==> src/rtl/chan_link_supervisor.sv <==
// Aurora 8b10b channel link bring-up/recovery supervisor in the clk50 domain.
// Sequences the core reset, waits for channel_up, retries on timeout and re-inits on link faults.
module chan_link_supervisor #(
  parameter int RESET_HOLD     = 64,
  parameter int UP_TIMEOUT     = 5_000_000,
  parameter int ERR_WINDOW     = 50_000_000,
  parameter int SOFT_ERR_LIMIT = 16
) (
  input  logic        clk50,
  input  logic        clk50_reset,
  input  logic        enable,
  input  logic        force_reset,
  input  logic        clear_counts,
  input  logic        channel_up,
  input  logic        hard_err,
  input  logic        soft_err_pulse,
  output logic        link_reset,
  output logic        link_ok,
  output logic [1:0]  state,
  output logic [7:0]  retry_count,
  output logic [15:0] soft_err_count
);

  localparam logic [1:0] ST_HOLD    = 2'd0;
  localparam logic [1:0] ST_RESET   = 2'd1;
  localparam logic [1:0] ST_WAIT_UP = 2'd2;
  localparam logic [1:0] ST_UP      = 2'd3;

  localparam logic [26:0] RESET_LAST = 27'(RESET_HOLD - 1);
  localparam logic [26:0] UP_LAST    = 27'(UP_TIMEOUT - 1);
  localparam logic [26:0] WIN_LAST   = 27'(ERR_WINDOW - 1);
  localparam logic [7:0]  ERR_LIM    = 8'(SOFT_ERR_LIMIT);

  logic        up_meta;
  logic        up_s;
  logic        herr_meta;
  logic        herr_s;
  logic [26:0] timer;
  logic [26:0] win_timer;
  logic [7:0]  win_cnt;
  logic [7:0]  win_cnt_nx;
  logic        win_restart;
  logic [1:0]  state_nx;
  logic        retry_inc;

  // channel_up and hard_err come from the user_clk domain
  always_ff @(posedge clk50 or posedge clk50_reset) begin
    if (clk50_reset) begin
      up_meta   <= 1'b0;
      up_s      <= 1'b0;
      herr_meta <= 1'b0;
      herr_s    <= 1'b0;
    end else begin
      up_meta   <= channel_up;
      up_s      <= up_meta;
      herr_meta <= hard_err;
      herr_s    <= herr_meta;
    end
  end

  // A pulse landing in the window restart cycle is credited to the new window.
  always_comb begin
    win_restart = (win_timer == WIN_LAST);
    win_cnt_nx  = (win_restart ? 8'd0 : win_cnt) + {7'd0, soft_err_pulse};
  end

  always_comb begin
    state_nx  = state;
    retry_inc = 1'b0;
    if (!enable) begin
      state_nx = ST_HOLD;
    end else if (force_reset && (state == ST_WAIT_UP || state == ST_UP)) begin
      state_nx = ST_RESET;
    end else begin
      case (state)
        ST_HOLD: state_nx = ST_RESET;
        ST_RESET: begin
          if (timer == RESET_LAST) state_nx = ST_WAIT_UP;
        end
        ST_WAIT_UP: begin
          if (up_s) begin
            state_nx = ST_UP;
          end else if (timer == UP_LAST) begin
            state_nx  = ST_RESET;
            retry_inc = 1'b1;
          end
        end
        ST_UP: begin
          if (!up_s || herr_s || (win_cnt_nx == ERR_LIM)) begin
            state_nx  = ST_RESET;
            retry_inc = 1'b1;
          end
        end
      endcase
    end
  end

  always_ff @(posedge clk50 or posedge clk50_reset) begin
    if (clk50_reset) begin
      state      <= ST_RESET;
      link_reset <= 1'b1;
      link_ok    <= 1'b0;
      timer      <= 27'd0;
    end else begin
      state      <= state_nx;
      link_reset <= (state_nx == ST_HOLD) || (state_nx == ST_RESET);
      link_ok    <= (state_nx == ST_UP);
      timer      <= (state_nx != state) ? 27'd0 : timer + 27'd1;
    end
  end

  // Soft-error window only runs while staying in UP; any other path clears it.
  always_ff @(posedge clk50 or posedge clk50_reset) begin
    if (clk50_reset) begin
      win_timer <= 27'd0;
      win_cnt   <= 8'd0;
    end else if (state == ST_UP && state_nx == ST_UP) begin
      win_timer <= win_restart ? 27'd0 : win_timer + 27'd1;
      win_cnt   <= win_cnt_nx;
    end else begin
      win_timer <= 27'd0;
      win_cnt   <= 8'd0;
    end
  end

  always_ff @(posedge clk50 or posedge clk50_reset) begin
    if (clk50_reset) begin
      retry_count    <= 8'd0;
      soft_err_count <= 16'd0;
    end else if (clear_counts) begin
      retry_count    <= 8'd0;
      soft_err_count <= 16'd0;
    end else begin
      if (retry_inc && retry_count != 8'hFF) retry_count <= retry_count + 8'd1;
      if (soft_err_pulse && soft_err_count != 16'hFFFF) soft_err_count <= soft_err_count + 16'd1;
    end
  end

endmodule

==> config.mk <==
export PLATFORM = sky130hd
export DESIGN_NAME = chan_link_supervisor
export DESIGN_NICKNAME = d
export VERILOG_FILES = /design/src/rtl/chan_link_supervisor.sv
export SDC_FILE = /design/constraint.sdc
export NUM_CORES = 1
export LEC_CHECK = 0
export BUFFER_PORTS_ARGS = -buffer_cell sky130_fd_sc_hd__buf_2
export CORE_ASPECT_RATIO = 0.6
export CORE_MARGIN = 1.5
export CORE_UTILIZATION = 33
export CTS_CLUSTER_DIAMETER = 150
export CTS_CLUSTER_SIZE = 20
export DETAILED_ROUTE_END_ITERATION = 10
export GPL_ROUTABILITY_DRIVEN = 0
export PLACE_DENSITY_LB_ADDON = 0.1
export RECOVER_POWER = 100
export SETUP_SLACK_MARGIN = 0.4
export SLEW_MARGIN = 20
export SYNTH_ARGS = -nofsm -noshare
export SYNTH_HDL_FRONTEND = slang
export SYNTH_SLANG_ARGS = --single-unit
==> constraint.sdc <==
create_clock -name clk50 -period 4.35 [get_ports clk50]
set_clock_uncertainty 0.15 [all_clocks]
set_input_delay 0.435 -clock clk50 [delete_from_list [all_inputs] [get_ports clk50]]
set_output_delay 0.435 -clock clk50 [all_outputs]
set_load 0.02 [all_outputs]
After elaboration in Yosys (flattened, before gate mapping)
Index checks and enable logic that the tools add are counted.
{"block": "op_classes", "n_mux": 22, "n_eq_ne": 12, "n_reduce_logical": 13, "n_addsub": 5}
{"cell": "2-to-1 mux 27 bit", "n": 3}
{"cell": "adder 27 x 1 -> 27 bit, second input constant", "n": 2}
{"cell": "2-to-1 mux 16 bit", "n": 2}
{"cell": "2-to-1 mux 8 bit", "n": 4}
{"cell": "equality test 27 x 23 -> 1 bit, second input constant", "n": 1}
{"cell": "equality test 27 x 26 -> 1 bit, second input constant", "n": 1}
{"cell": "equality test 27 x 6 -> 1 bit, second input constant", "n": 1}
{"cell": "adder 16 x 1 -> 16 bit, second input constant", "n": 1}
{"cell": "!= test 16 bit, second input constant", "n": 1}
{"cell": "2-to-1 mux 2 bit", "n": 6}
{"cell": "adder 8 x 1 -> 8 bit", "n": 1}
{"cell": "adder 8 x 1 -> 8 bit, second input constant", "n": 1}
{"cell": "equality test 8 x 5 -> 1 bit, second input constant", "n": 1}
{"cell": "!= test 8 bit, second input constant", "n": 1}
{"cell": "case mux 2 bit (4 select lines)", "n": 1}
{"cell": "equality test 2 bit, second input constant", "n": 3}
{"cell": "2-to-1 mux 1 bit", "n": 5}
{"cell": "equality test 2 x 1 -> 1 bit, second input constant", "n": 2}
{"cell": "logical AND 1 bit", "n": 4}
{"cell": "zero test 2 bit", "n": 2}
{"cell": "logical OR 1 bit", "n": 4}
{"cell": "nonzero test 2 bit", "n": 2}
{"cell": "!= test 2 bit", "n": 1}
{"cell": "case mux 1 bit (2 select lines)", "n": 1}
{"cell": "zero test 1 bit", "n": 1}
{"block": "word_totals", "out_inout_bits": 28, "reg_bits": 94, "elab_cells": 64, "inputBits": 8}

Longest topological paths before layout
Gate-level depths: netlist (run 1).
{"block": "depth", "ltp_word": 12, "depth_mapped": 14, "mapped_depth_nobuf": 13}

Least setup slack after synthesis (run 1)
No wires, ideal clock.
{"block": "synth_timing", "path_kind": "register to register", "start": "reg win_timer[0]", "end": "reg retry_count[5]", "stages_incl_launch_ff": 13, "setup_slack_ns": 0.699, "arrival_time_ns": 3.423, "setup_time_ns": 0.078, "required_time_ns": 4.122, "path_buffers": 0, "synth_period_minus_slack_ns": 3.651, "path_cell_list": "dfrtp_1 ha_1 and2_1 nand4_1 or4_1 and2_1 ha_1 ha_1 nor4_1 o2111a_1 a2bb2oi_1 or4_1 a21oi_1"}
{"block": "synth_via", "elab_chain_len": 11}
{"element": "start, declared", "line_no": "39", "source": "logic [26:0] win_timer;"}
{"element": "start signal, assigned", "line_no": "118", "source": "win_timer <= win_restart ? 27'd0 : win_timer + 27'd1;"}
{"element": "equality test 27 x 26 -> 1 bit", "line_no": "63", "source": "win_restart = (win_timer == WIN_LAST);"}
{"element": "2-to-1 mux 8 bit", "line_no": "64", "source": "win_cnt_nx = (win_restart ? 8'd0 : win_cnt) + {7'd0, soft_err_pulse};"}
{"element": "adder 8 x 1 -> 8 bit", "line_no": "64"}
{"element": "equality test 8 x 5 -> 1 bit", "line_no": "89", "source": "if (!up_s || herr_s || (win_cnt_nx == ERR_LIM)) begin"}
{"element": "logical OR 1 bit", "line_no": "89"}
{"element": "2-to-1 mux 1 bit", "line_no": "89"}
{"element": "case mux 1 bit (2 select lines)", "line_no": "75", "source": "case (state)"}
{"element": "2-to-1 mux 1 bit", "line_no": "72", "source": "end else if (force_reset && (state == ST_WAIT_UP || state == ST_UP)) begin"}
{"element": "2-to-1 mux 1 bit", "line_no": "70", "source": "if (!enable) begin"}
{"element": "logical AND 1 bit", "line_no": "134", "source": "if (retry_inc && retry_count != 8'hFF) retry_count <= retry_count + 8'd1;"}
{"element": "nonzero test 2 bit (no line)"}
{"element": "end signal, assigned", "line_no": "134"}
{"element": "end, declared", "line_no": "20", "source": "output logic [7:0] retry_count,"}
No other way between the ends.
A chain may end at the register's enable or synchronous reset.

Worst setup path after layout (run 1)
{"block": "layout_timing", "start": "reg win_timer[0]", "end": "reg retry_count[3]"}
The elaborated chain is that of the path after synthesis.

==> results of run 1 <==
placed cells by master (no fill, tap or decap), drive strengths merged, types with 10 or more instances in the layout:
cell type / instances
and3: 14
xor2: 45
nor2: 71
buf: 17
inv: 15
nor4: 12
dfrtp: 92
nand2: 26
xnor2: 27
clkbuf: 44
nand3: 33
and2: 10
nand4: 23
a211oi: 28
logic make-up after synthesis:
| group | count (synthesis) | synth area share (%) |
|---|---|---|
| AO/OA/AOI/OAI | 59 | 11.6 |
| flip-flops | 94 | 45.9 |
| XOR/XNOR | 72 | 12.3 |
| AND/OR/NAND/NOR | 227 | 23.5 |
| multiplexers | 5 | 1.05 |
| adder cells (fa/ha/maj) | 6 | 1.46 |
| buffers and inverters | 34 | 4.19 |
sequential cells by signal (all words and copies together) (netlist names):
signal / flops
win_timer: 27
herr_meta: 1
state: 2
link_ok: 1
soft_err_count: 16
link_reset: 1
win_cnt: 8
retry_count: 8
up_meta: 1
herr_s: 1
up_s: 1
timer: 27
worst paths after layout:
kind | from | to | slack, ns
max | win_timer[0]$_DFF_PP0_ | retry_count[3]$_DFFE_PP0P_ | 0.39
min | hard_err | herr_meta$_DFF_PP0_ | 0.05
max reg2reg | win_timer[0]$_DFF_PP0_ | retry_count[3]$_DFFE_PP0P_ | 0.39
min reg2reg | up_meta$_DFF_PP0_ | up_s$_DFF_PP0_ | 0.20
max in group asynchronous | clk50_reset | win_timer[24]$_DFF_PP0_ | 1.32
min in group asynchronous | clk50_reset | up_meta$_DFF_PP0_ | 0.91
routing by layer:
layer	track usage (%)	vias to the layer above	share of wire, %	routed length (um)
met5	0	-	0	0
met4	3.64	0	0.93	114
met3	3.50	11	4.0	488
met2	21.8	66	39	4820
met1	24.3	1879	56	6840
li1	-	1855	-	-
area by class of cell:
class | count | area (um^2) | area share (%)
flip-flops and latches | 94 | 2350 | 41.3
multi-input cells | 369 | 2450 | 43.0
inverters | 15 | 56.3 | 0.989
repair buffers | 51 | 313 | 5.49
clock buffers | 10 | 229 | 4.02
well taps | 203 | 254 | 4.46
clock inverters | 6 | 38.8 | 0.681
through the flow:
stage / utilization (%) / area, um^2 / worst slack [ns]
2_1_floorplan: - / 5130 / 0.699
3_3_place_gp: 35.9 / 5480 / 0.584
3_5_place_dp: 35.9 / 5480 / 0.381
4_1_cts: 37.6 / 5750 / 0.420
5_1_grt: 37.3 / 5700 / 0.204
6_report: 37.3 / 5700 / 0.387
power by group through the flow:
| stage | clock network (uW) | registers (uW) | logic [uW] |
|---|---|---|---|
| floorplan | 0 | 915 | 76.5 |
| detailed placement | 0 | 914 | 105 |
| CTS | 754 | 897 | 106 |
| global placement | 0 | 914 | 104 |
| global route | 794 | 898 | 112 |
| finish | 725 | 897 | 100 |
what timing repair did:
item	in CTS	in global routing
cloned	0	3
setup buffers	0	7
setup endpoints to repair	25	63
pin swaps	0	6
resized for setup	1	10
==> flow_summary.yaml, run 1 <==
status:
  status: "finished with violations"
  violations: "capacitance limit, slew limit"
critical_path:
  crit_buf_inv: 1
  cp_max_fo: 6
  path_depth: 14
  slowest_stage: "or4_1"
  crit_type: "flip-flop to flip-flop"
  endpoint_kind: "flip-flop"
  slowest_delay_ns: 0.56
  critPathTopFamily: "simple AND/OR/NAND/NOR gates"
  cp-start-kind: "flip-flop"
  worstPathRequired_ns: 4.42
  arrival_ns: 4.04
  cp_common_cell: "ha_1"
  reg2regPathDepth: 14
  crit_chain: "ha_1, and2_4, nand4_1, or4_1, and2_0, ha_1, ha_1, xor2_1, nor4_1, o2111a_1, clkbuf_4, and3b_2, o21ai_0, mux2_2"
layout:
  antenna_cells: 0
  drive_gt1_share_pct: 11.4
  fin_cells: 748
  nFillCells: 1541
  finalNetCount: 554
  synthToLayoutAreaGrowth_pct: 11.0
synth:
  synth.most_common_cell: "dfrtp_1"
  yosys-top-cells-count: "92 x dfrtp_1, 70 x nor2_1, 45 x xor2_1"
  synth_nets: 511
  ys_top_cells_by_area: "dfrtp_1 45%, xor2_1 7.7%, a211oi_2 6.6%, nor2_1 5.1%, xnor2_1 4.6%"
  seq_area_frac_synth_pct: 45.9
  syn_avg_cell_area_um2: 10.3
  syn_inst: 497
  synth_edf_count: 0
  yosysTopAreaCellShare_pct: 44.9
  synthArstFlopShare_pct: 100
  syn_area_mm2: 0.00513
  yosys_warnings: 0
  ys_types: 58
  yosysTopAreaCell: "dfrtp_1"
  ys.flop_type: "dfrtp_1"
  ys_seq_elements: 94
floorplanning:
  design.die.area_mm2: 0.0163
  core_area_mm2: 0.0153
  initial_utilization_pct: 33.6
  io_pins: 36
  die_y_um: 99.6
  die_w_um: 164
  rows: 35
worst_hold_path:
  hold_class: "primary input to flip-flop"
  hold_depth: 1
clock_tree:
  ctsHtreeMaxLevel: 3
  cts_made_buffers: 9
  clockBufferDepth: 2
  ctsHoldBuffers: 0
  cts-root-buf: "clkbuf_16"
  cts_tree: "built"
  clock_sinks: 94
  clk_pin_slew_ns: 0.07
  worstSkewPairLatency_ns: 0.34
route:
  ant_nets: 0
  drt-initial-drc-count: 305
  wl_um: 12300
  drt_pass1_iterations: 4
  viasPerCell: 5.09
  remaining_drc_errors: 0
  wire_per_inst_um: 16.4
  vias: 3811
timing:
  slew_headroom_pct: -83.5
  rsz0062_at_grt: "false"
  fin_crit_ns: 3.96
  setup_violations: 0
  fmax_ghz: 0.252
  tns_ns: 0
  finalHoldViolCount: 0
  slew_violations: 71
  post-route-period-util_pct: 91.1
  tightest_slew_ns: 2.75
  holdWs_ns: 0.0521
global_route:
  globalRouteOverflowTotal: 0
  antenna_found_initial: 0
  grt_pass1_wl_um: 20200
  grt_usage_pct: 15.7
  grt_max_degree: 71
  grt_pass1_vias: 3816
pwr:
  switching_share_pct: 24.5
  pwr-share-seq_pct: 52.1
  p_int_uw: 1300
  combPwrFrac_pct: 5.8
  p_switching_uw: 422
  power.density_mw_per_mm2: 302
  finalPower_uw: 1720
  power_frac_clock_pct: 42.1
  p_leak_uw: 0.00228
  peakVddDrop_uv: 170
placement:
  portBuffers: 35
  dp_hpwl_um: 8040
  place_inst: 722
run:
  maxCapViolations: 1
(Power assumes the default switching activity.)
==> run 2: changes to the inputs <==
==> constraint.sdc (replaced) <==
create_clock -name clk50 -period 4.35 [get_ports clk50]
set_clock_uncertainty 0.15 [all_clocks]
set_input_delay 1.305 -clock clk50 [delete_from_list [all_inputs] [get_ports clk50]]
set_output_delay 1.305 -clock clk50 [all_outputs]
set_load 0.02 [all_outputs]
==> run 2 against run 1 <==
The run still ends with capacitance limit, slew limit left. Sequential cell count unchanged. First-iteration DRC count down 21%. Wire length down 5.4%. Cell area down 0.97%. Power up 8.1%. Register-to-register slack better by 0.15 ns. Via count down 1.8%. Worst setup slack better by 0.15 ns. Combinational power down 15%. Clock power up 21%. Hold slack better by 0.15 ns. Utilization down 0.36 points. Critical endpoint is now retry_count[2]$_DFFE_PP0P_. Largest power group unchanged.
==> flow_summary.yaml, run 2 (synthesized netlist as in run 1, its figures left out) <==
status:
  status: "finished with violations"
  violations: "capacitance limit, slew limit"
clock_tree:
  clock_sinks: 94
  ctsHtreeMaxLevel: 3
  clk_pin_slew_ns: 0.07
  cts_tree: "built"
  cts-root-buf: "clkbuf_16"
  ctsHoldBuffers: 0
  clockBufferDepth: 2
  cts_made_buffers: 9
  worstSkewPairLatency_ns: 0.34
route:
  drt_pass1_iterations: 4
  remaining_drc_errors: 0
  drt-initial-drc-count: 241
  ant_nets: 0
  wl_um: 11600
  viasPerCell: 5.05
  vias: 3742
  wire_per_inst_um: 15.7
pwr:
  p_int_uw: 1430
  switching_share_pct: 23.1
  pwr-share-seq_pct: 48.3
  combPwrFrac_pct: 4.6
  p_leak_uw: 0.00224
  power.density_mw_per_mm2: 330
  finalPower_uw: 1860
  power_frac_clock_pct: 47.1
  peakVddDrop_uv: 176
  p_switching_uw: 431
floorplanning:
  die_y_um: 99.6
  initial_utilization_pct: 33.6
  core_area_mm2: 0.0153
  design.die.area_mm2: 0.0163
  die_w_um: 164
  io_pins: 36
  rows: 35
critical_path:
  crit_buf_inv: 0
  path_depth: 12
  rr_endpoint: "retry_count[2]$_DFFE_PP0P_"
  endpoint_kind: "flip-flop"
  reg2regPathDepth: 12
  rrSetupSlack_ns: 0.54
  cp_max_fo: 6
  reg2reg_from: "win_timer[9]$_DFF_PP0_"
  slowest_stage: "or4_4"
  worstPathRequired_ns: 4.42
  slowest_delay_ns: 0.47
  crit_chain: "nor4b_1, nand3_1, or4_4, and2_0, ha_1, ha_2, xor2_1, nor4_1, o2111a_1, and3b_1, o21ai_0, mux2_2"
  arrival_ns: 3.88
  crit_type: "flip-flop to flip-flop"
  critPathTopFamily: "simple AND/OR/NAND/NOR gates"
  cp-start-kind: "flip-flop"
global_route:
  grt_max_degree: 75
  grt_pass1_wl_um: 19400
  antenna_found_initial: 0
  grt_pass1_vias: 3630
  grt_usage_pct: 15.2
  globalRouteOverflowTotal: 0
layout:
  drive_gt1_share_pct: 10.0
  seqCellArea_mm2: 0.00235
  nFillCells: 1547
  fin_util_pct: 36.9
  finalInstanceArea_mm2: 0.00564
  synthToLayoutAreaGrowth_pct: 9.90
  reg_top3: "timer (27), win_timer (27), soft_err_count (16)"
  final_cell_mix: "92 x dfrtp_1, 70 x nor2_1, 45 x xor2_1"
  antenna_cells: 0
  final_common_cell: "dfrtp_1"
  finalNetCount: 547
  multi_input_area_mm2: 0.00243
placement:
  place_area_mm2: 0.00547
  portBuffers: 35
  dp_hpwl_um: 7820
timing:
  post-route-period-util_pct: 87.6
  fin_crit_ns: 3.81
  setup_violations: 0
  slew_headroom_pct: -7.73
  finalHoldViolCount: 0
  slew_violations: 75
  rsz0062_at_grt: "false"
  tightest_slew_ns: 1.62
  tns_ns: 0
  fmax_ghz: 0.262
worst_hold_path:
  hold_depth: 0
  min_delay_worst_endpoint: "up_s$_DFF_PP0_"
  min_from: "up_meta$_DFF_PP0_"
  hold_class: "flip-flop to flip-flop"
run:
  maxCapViolations: 1
-- run 2: routing by layer --
layer,vias to the layer above,track usage [%],part of all wire [%]
met5,-,0,0
met4,0,3.15,0.21
met3,2,3.42,4.0
met2,69,19.7,38
met1,1819,24.6,57
li1,1852,-,-
-- run 2: cell type report --
class / count / area share [%]
clock buffer: 10 / 4.24
clock inverter: 6 / 1.64
inverter: 15 / 0.998
multi-input combinational: 369 / 43.1
sequential: 94 / 41.7
tap: 203 / 4.50
timing repair buffer: 44 / 3.77
-- run 2: worst max path at each step --
stage	startpoint	endpoint	slack, ns
after CTS	win_timer[0]$_DFF_PP0_	retry_count[5]$_DFFE_PP0P_	0.44
final	win_timer[9]$_DFF_PP0_	retry_count[2]$_DFFE_PP0P_	0.54
after floorplan	clk50_reset	herr_meta$_DFF_PP0_	0.45
after global placement	win_timer[0]$_DFF_PP0_	retry_count[5]$_DFFE_PP0P_	0.42
after detailed placement	win_timer[0]$_DFF_PP0_	retry_count[5]$_DFFE_PP0P_	0.28
after global routing	win_timer[9]$_DFF_PP0_	retry_count[2]$_DFFE_PP0P_	0.22
-- run 2: stage by stage --
stage / setup WS [ns] / std cells / hold slack (ns)
after floorplan: 0.450 / 497 / 0.181
after global placement: 0.418 / 722 / 0.187
after detailed placement: 0.283 / 722 / 0.192
after CTS: 0.441 / 738 / 0.209
after global routing: 0.222 / 741 / 0.221
final: 0.537 / 741 / 0.206
-- run 2: power by group through the flow --
stage	clock network, uW	logic [uW]	registers (uW)
after floorplan	0	76.5	915
after global placement	0	100	918
after detailed placement	0	100	918
after CTS	910	101	901
after global routing	954	98.3	901
final	877	85.2	900
-- run 2: repair_timing --
item	CTS	global route
pin swaps	0	4
resized for setup	2	4
setup buffers	0	3
endpoints found under the setup margin	59	66
==> run 3: changes to the inputs <==
--- a/config.mk
+++ b/config.mk
@@ -15,6 +15,7 @@
 export GPL_ROUTABILITY_DRIVEN = 0
 export PLACE_DENSITY_LB_ADDON = 0.1
 export RECOVER_POWER = 100
+export REMOVE_ABC_BUFFERS = 1
 export SETUP_SLACK_MARGIN = 0.4
 export SLEW_MARGIN = 20
 export SYNTH_ARGS = -nofsm -noshare
==> run 3 against run 2 <==
The run still ends with capacitance limit, slew limit left. Maximum frequency fell by 1.7%. Power fell by 4.9%. Die area did not move. Sequential power barely moved. Hold slack got worse by 0.0026 ns. Via count rose by 2.2%. Critical endpoint is now retry_count[5]$_DFFE_PP0P_. Largest power group unchanged.
==> flow_summary.yaml, run 3 (synthesized netlist as in run 1, its figures left out) <==
floorplanning:
  die_y_um: 99.6
  io_pins: 36
  initial_utilization_pct: 33.6
  core_area_mm2: 0.0153
  die_w_um: 164
  design.die.area_mm2: 0.0163
  rows: 35
route:
  ant_nets: 0
  drt_pass1_iterations: 4
  wl_um: 11900
  drt-initial-drc-count: 338
  remaining_drc_errors: 0
  wire_per_inst_um: 16.0
  vias: 3823
  viasPerCell: 5.15
layout:
  antenna_cells: 0
  finalNetCount: 548
  synthToLayoutAreaGrowth_pct: 10.7
  final_cell_mix: "92 x dfrtp_1, 70 x nor2_1, 45 x xor2_1"
  seqCellArea_mm2: 0.00235
  drive_gt1_share_pct: 13.5
  fin_util_pct: 37.2
  nFillCells: 1522
  final_common_cell: "dfrtp_1"
  reg_top3: "timer (27), win_timer (27), soft_err_count (16)"
  multi_input_area_mm2: 0.00249
timing:
  slew_violations: 47
  post-route-period-util_pct: 89.1
  fmax_ghz: 0.258
  fin_crit_ns: 3.88
  slew_headroom_pct: -47.8
  finalHoldViolCount: 0
  tns_ns: 0
  tightest_slew_ns: 2.21
  setup_violations: 0
  fin_ws_ns: 0.472
  rsz0062_at_grt: "false"
critical_path:
  crit_type: "flip-flop to flip-flop"
  cp_common_cell: "ha_1"
  cp-start-kind: "flip-flop"
  worstPathRequired_ns: 4.47
  cp_max_fo: 5
  slowest_stage: "or4_4"
  crit_chain: "ha_1, and2_2, nand4_1, or4_4, and2_1, ha_1, ha_2, xor2_1, nor4_1, o2111a_1, a2bb2oi_1, or4_1, a21oi_1"
  arrival_ns: 4.00
  slowest_delay_ns: 0.54
  endpoint_kind: "flip-flop"
run:
  maxCapViolations: 1
clock_tree:
  cts_tree: "built"
  cts-root-buf: "clkbuf_16"
  ctsHoldBuffers: 0
  clock_sinks: 94
  clk_pin_slew_ns: 0.07
  cts_made_buffers: 9
  worstSkewPairLatency_ns: 0.34
  ctsHtreeMaxLevel: 3
  clockBufferDepth: 2
global_route:
  grt_max_degree: 47
  grt_pass1_vias: 3594
  globalRouteOverflowTotal: 0
  antenna_found_initial: 0
  grt_pass1_wl_um: 19800
  grt_usage_pct: 15.6
placement:
  portBuffers: 35
  dp_hpwl_um: 8310
  post-place-ws_ns: 0.194
status:
  status: "finished with violations"
  violations: "capacitance limit, slew limit"
worst_hold_path:
  hold_class: "flip-flop to flip-flop"
pwr:
  finalPower_uw: 1770
  p_leak_uw: 0.00224
  peakVddDrop_uv: 161
  power.density_mw_per_mm2: 312
run 3: cell types whose count changed in the layout (fill, tap and decap cells not counted), moves of 2 or more:
cell,before,now
clkbuf_1,30,28
clkbuf_2,0,2
a211oi_1,28,13
a211oi_2,0,15
bufinv_16,2,0
run 3: final timing paths:
kind	cells past startpoint	startpoint	to	slack (ns)
max	13	win_timer[0]$_DFF_PP0_	retry_count[5]$_DFFE_PP0P_	0.47
min	0	up_meta$_DFF_PP0_	up_s$_DFF_PP0_	0.20
max reg2reg	13	win_timer[0]$_DFF_PP0_	retry_count[5]$_DFFE_PP0P_	0.47
min reg2reg	0	up_meta$_DFF_PP0_	up_s$_DFF_PP0_	0.20
max in group asynchronous	3	clk50_reset	win_timer[19]$_DFF_PP0_	1.22
min in group asynchronous	2	clk50_reset	timer[3]$_DFF_PP0_	1.39
run 3: layout make-up:
| cell class | instances | area share (%) |
|---|---|---|
| tap | 203 | 4.47 |
| timing repair buffer | 45 | 3.99 |
| sequential | 94 | 41.5 |
| clock buffer | 11 | 4.45 |
| inverter | 15 | 1.01 |
| clock inverter | 5 | 0.705 |
| multi-input combinational | 369 | 43.9 |
run 3: stage by stage:
step / instance area [um^2] / instances / hold WS [ns]
after floorplan: 4970 / 478 / 0.181
final: 5680 / 742 / 0.203
after CTS: 5770 / 738 / 0.207
after detailed placement: 5470 / 722 / 0.190
after global routing: 5680 / 742 / 0.213
after global placement: 5470 / 722 / 0.193
run 3: critical path: cells and delay by family (launching register included):
family / cells / cell delay [ns]
xor+xnor: 1 / 0.15
simple gates: 6 / 1.83
flops: 1 / 0.36
fa+ha+maj: 3 / 0.64
compound gates: 3 / 0.68
run 3: metal layers:
| metal | part of all wire (%) | global-route usage [%] |
|---|---|---|
| met5 | 0 | 0 |
| met4 | 0.59 | 3.78 |
| met3 | 4.2 | 3.46 |
| met2 | 39 | 20.7 |
| met1 | 56 | 24.8 |
run 3: repair_timing:
action                     in CTS  in global routing
setup buffers                   0                  4
resized for setup               4                  4
setup endpoints to repair      65                 66
pin swaps                       0                  5
cloned                          0                  0
run 3: power breakdown:
part	internal (uW)	leakage, uW	switching [uW]
sequential	885	0.00129	14.9
combinational	24.8	0.000814	69.1
clock	423	0.000135	354
total	1330	0.00224	438
